--- config.mk ---
export PLATFORM = sky130hd
export DESIGN_NAME = serial_addsub_ctrl
export DESIGN_NICKNAME = d
export VERILOG_FILES = /design/src/rtl/alu_pkg.sv /design/src/rtl/full_adder.sv /design/src/rtl/serial_addsub_ctrl.sv
export SDC_FILE = /design/constraint.sdc
export NUM_CORES = 1
export LEC_CHECK = 0
export BUFFER_PORTS_ARGS = -buffer_cell sky130_fd_sc_hd__clkbuf_2
export CORE_MARGIN = 4
export CORE_UTILIZATION = 30
export CTS_BUF_LIST = sky130_fd_sc_hd__clkbuf_4
export DETAILED_ROUTE_END_ITERATION = 7
export GPL_ROUTABILITY_DRIVEN = 1
export HOLD_SLACK_MARGIN = 0.05
export PLACE_DENSITY = 0.58
export SLEW_MARGIN = 10
export SYNTH_ARGS = -nofsm -noshare
export SYNTH_HDL_FRONTEND = slang
export SYNTH_SLANG_ARGS = --single-unit
--- constraint.sdc ---
create_clock -name clk -period 1.94 [get_ports clk]
set_input_delay 0.097 -clock clk [delete_from_list [all_inputs] [get_ports clk]]
set_output_delay 0.097 -clock clk [all_outputs]
set_load 0.03 [all_outputs]
--- src/rtl/alu_pkg.sv ---
// alu_pkg: shared operation and serial-controller state encodings.
// Ports: none (package).
package alu_pkg;
    typedef enum logic [0:0] {OP_ADD, OP_SUB} op_e;
    typedef enum logic [1:0] {S_IDLE, S_RUN, S_DONE} ser_state_e;
endpackage

--- src/rtl/full_adder.sv ---
// full_adder: one-bit full adder cell.
// Ports: a, b, cin (in, 1 bit); s sum, cout carry (out, 1 bit).
module full_adder (
    input  logic a,
    input  logic b,
    input  logic cin,
    output logic s,
    output logic cout
);
    assign s    = a ^ b ^ cin;
    assign cout = (a & b) | (cin & (a ^ b));
endmodule

--- src/rtl/serial_addsub_ctrl.sv ---
// serial_addsub_ctrl: bit-serial add/subtract over one full_adder, LSB first, WIDTH cycles per op.
// Ports: clk, rst_n (async active-low); in_valid/in_ready, op, a, b operand handshake;
//        out_valid/out_ready, result, cout, overflow result handshake.
module serial_addsub_ctrl
    import alu_pkg::*;
#(
    parameter int WIDTH = 32
) (
    input  logic             clk,
    input  logic             rst_n,
    input  logic             in_valid,
    output logic             in_ready,
    input  logic             op,
    input  logic [WIDTH-1:0] a,
    input  logic [WIDTH-1:0] b,
    output logic             out_valid,
    input  logic             out_ready,
    output logic [WIDTH-1:0] result,
    output logic             cout,
    output logic             overflow
);
    localparam int CW = $clog2(WIDTH);
    localparam logic [CW-1:0] LAST = CW'(WIDTH - 1);
    localparam logic [CW-1:0] PRE_MSB = CW'(WIDTH - 2);

    ser_state_e state, state_nxt;
    logic [CW-1:0] cnt;
    logic [WIDTH-1:0] sa, sb;
    logic carry, carry_msb, fa_s, fa_cout;

    full_adder u_fa (
        .a    (sa[0]),
        .b    (sb[0]),
        .cin  (carry),
        .s    (fa_s),
        .cout (fa_cout)
    );

    always_ff @(posedge clk or negedge rst_n)
        if (!rst_n) state <= S_IDLE;
        else        state <= state_nxt;

    always_comb begin
        state_nxt = state;
        in_ready  = 1'b0;
        out_valid = 1'b0;
        case (state)
            S_IDLE: begin
                in_ready = 1'b1;
                if (in_valid) state_nxt = S_RUN;
            end
            S_RUN:   if (cnt == LAST) state_nxt = S_DONE;
            S_DONE: begin
                out_valid = 1'b1;
                if (out_ready) state_nxt = S_IDLE;
            end
            default: state_nxt = S_IDLE;
        endcase
    end

    // Subtraction is a + ~b + 1: the +1 enters as the initial carry.
    // The sum is shifted in at the MSB so bit 0 lands in result[0] after WIDTH shifts.
    always_ff @(posedge clk or negedge rst_n)
        if (!rst_n) begin
            sa        <= '0;
            sb        <= '0;
            carry     <= 1'b0;
            carry_msb <= 1'b0;
            cnt       <= '0;
            result    <= '0;
            cout      <= 1'b0;
            overflow  <= 1'b0;
        end else if (state == S_IDLE && in_valid) begin
            sa    <= a;
            sb    <= (op == OP_SUB) ? ~b : b;
            carry <= op;
            cnt   <= '0;
        end else if (state == S_RUN) begin
            sa     <= sa >> 1;
            sb     <= sb >> 1;
            result <= {fa_s, result[WIDTH-1:1]};
            carry  <= fa_cout;
            cnt    <= cnt + CW'(1);
            if (cnt == PRE_MSB) carry_msb <= fa_cout;
            if (cnt == LAST) begin
                cout     <= fa_cout;
                overflow <= carry_msb ^ fa_cout;
            end
        end
endmodule
==> summary.md <==
| Metric | Value |
|---|---|
| Initial Utilization | `30.7%` |
| DR vias | `4022` |
| Predominant post-synthesis flop cell | `dfrtp_1` |
| EDFF count, synth | `0` |
| Lkg Pwr | `0.00328 uW` |
| DR DRC count | `0` |
| I/O pins | `105` |
| Startpoint types | `flop` |
| CTS Buf Count | `9` |
| Highest clock rate | `0.594 GHz` |
| Number of global-route vias before repair | `3943` |
| Syn_area_per_cell | `9.12 um2` |
| Final Util | `40.5%` |
| Max_cap viols | `0` |
| Final Skew | `0.0176 ns` |
| Period utilization | `86.8%` |
| Status | `finished clean` |
| Post-Syn Area | `0.00487 mm2` |
| Antenna Violating Nets Remaining | `0` |
| Root buffer cell | `clkbuf_4` |
| Antenna Cells | `0` |
| VDD IR max | `0.647 mV` |
| Slew Limit Headroom | `47.4%` |
| Die area | `0.0183 mm2` |
| Post-synthesis cell type count | `27` |
| First-pass GRT wire length | `19.4 mm` |
| Worst-margin pin slew | `0.786 ns` |
| RSZ-0062 raised after global routing | `no` |
| CP Max Fanout | `7` |
| CTS H-tree depth | `3` |
| Clock Latency Late Sink | `0.47 ns` |
| Hpwl dp | `7.24 mm` |
| First-iteration detailed-routing DRC count | `225` |
| Setup TNS | `0 ns` |
| Max-slew violation count | `0` |
| # rows | `46` |
| Minimum clock period | `1.68 ns` |
| Die H | `135 um` |
| Drt wl/cell | `12.5 um` |
| Total grt overflow | `0` |
| Syn Nets | `607` |
| Initial antenna violation count | `0` |
| Fin nets | `765` |
| Final GP Congestion | `0.735` |
| Largest net degree at the start of global routing | `71` |
| Ys async rst share | `100%` |
| Worst path required time | `1.84 ns` |
| GRT Resource Usage Total | `13.1%` |
| Flops & latches, synth | `107` |
| Sequential-to-total area share from yosys stat | `55.0%` |
| P per Cell Area | `1320 mW/mm2` |
| CTS sink cnt | `107` |
| CTS tree | `built` |
| Final wirelength | `11.4 mm` |
| Clock Path Buffers | `2` |
| Synth Instances | `534` |
| Hold Path Class | `in2reg` |
| Area added between synthesis and finish | `32.1%` |
| Setup violators final | `0` |
| Synth warnings | `0` |
| Die width | `135 um` |
| WS Path Type | `reg2out` |
| Clock slew at reported path FFs | `0.17 ns` |
| Worst Setup End Kind | `output pin` |
| Layout cells sized above 1 | `19.9%` |
| DRT Pass-1 Iters | `4` |
| Hold Violations, Final | `0` |
| Worst path arrival time | `1.59 ns` |
| Vias/cell | `4.41` |
| Port Buffer Count | `104` |
| CORE AREA | `0.0159 mm2` |
[registers in the layout, indices dropped and copies added (netlist names)]
register	cells
sa	32
overflow	1
carry_msb	1
result	32
state	2
sb	32
carry	1
cout	1
cnt	5
[placed cells by master, fill, tap and decap left out, types with 9 or more instances in the layout]
cell type,n
a22oi_1,32
a31oi_1,31
buf_4,9
clkbuf_2,103
clkbuf_4,9
dfrtp_1,107
dlygate4sd3_1,68
nand2_1,230
nor2_1,33
xor2_1,32
[critical path, cell delays in order, from the launching register on]
cell	delay (ns)
dfrtp_1	0.41
buf_4	0.17
nor2b_1	0.27
clkbuf_2	0.27
[cell families (layout without fill, tap and decap cells)]
kind of cell	after synthesis	in the layout	share of synthesized area, %
and+or+nand+nor	278	278	22.3
AOI/OAI and AO/OA	69	69	9.58
buffers and inverters	39	202	5.14
adders and majority gates	4	4	1.18
muxes	4	4	0.899
xor gates and xnor gates	33	33	5.94
DFF	107	107	55.0
[final timing paths]
check | slack [ns] | start | endpoint | cells past startpoint
setup / recovery | 0.26 | state[0] | out_valid | 3
hold / removal | 0.16 | op | carry | 4
setup reg to reg | 0.31 | state[1] | sb[5] | 4
hold reg to reg | 0.50 | sa[14] | sa[14] | 2
max in group asynchronous | 0.61 | rst_n | result[13] | 3
min in group asynchronous | 0.19 | rst_n | result[31] | 3
[synth_stat cells, drive strengths merged (2+ instances only)]
library cell | count | area share (%)
xor2 | 32 | 5.8
nand2b | 2 | 0.26
mux2 | 3 | 0.69
dfrtp | 107 | 55
a31oi | 31 | 4.0
a22oi | 32 | 4.9
nand2 | 230 | 18
buf | 36 | 4.9
nand4 | 2 | 0.26
ha | 3 | 0.77
nor2 | 33 | 2.5
o21ai | 5 | 0.51
nand3 | 5 | 0.51
clkbuf | 2 | 0.15
nor2b | 2 | 0.26
[power by group]
part / leakage [uW] / internal [uW] / total [uW] / switching (uW)
combinational: 0.00184 / 1280 / 3410 / 2130
clock: 0.0000858 / 523 / 1270 / 751
sequential: 0.00136 / 3200 / 3800 / 603
total: 0.00328 / 5000 / 8480 / 3480
[metrics by stage]
stage	std cells	setup slack (ns)	area [um2]	hold WS, ns	power, uW
after floorplan	534	0.484	4870	-0.199	6220
after global placement	829	0.390	5600	0.0493	7080
after detailed placement	829	0.346	5600	0.0542	7220
after CTS	913	0.170	6430	0.102	8640
after global routing	913	0.102	6430	0.116	9230
final	913	0.257	6430	0.159	8480
[per-layer routing]
layer  vias to the layer above  wire length [um]  track usage [%]
met2                        84              5550             21.5
met3                         8               597             4.23
met1                      1891              5130             17.1
met4                         0                97             2.86
li1                       2039                 -                -
met5                         -                 0                0
[what timing repair did]
action	in CTS	in global routing
hold buffers	68	0
resized for setup	0	0
endpoints found under the hold margin	172	0
setup buffers	0	0
[layout make-up]
| class | instances | area (um2) |
|---|---|---|
| Fill cell | 1623 | 9450 |
| Sequential cell | 107 | 2680 |
| Multi-Input combinational cell | 388 | 1960 |
| Timing Repair Buffer | 185 | 1360 |
| Tap cell | 216 | 270 |
| Clock inverter | 7 | 90.1 |
| Clock buffer | 9 | 67.6 |
| Inverter | 1 | 3.75 |
Power figures use the tool's default switching activity.
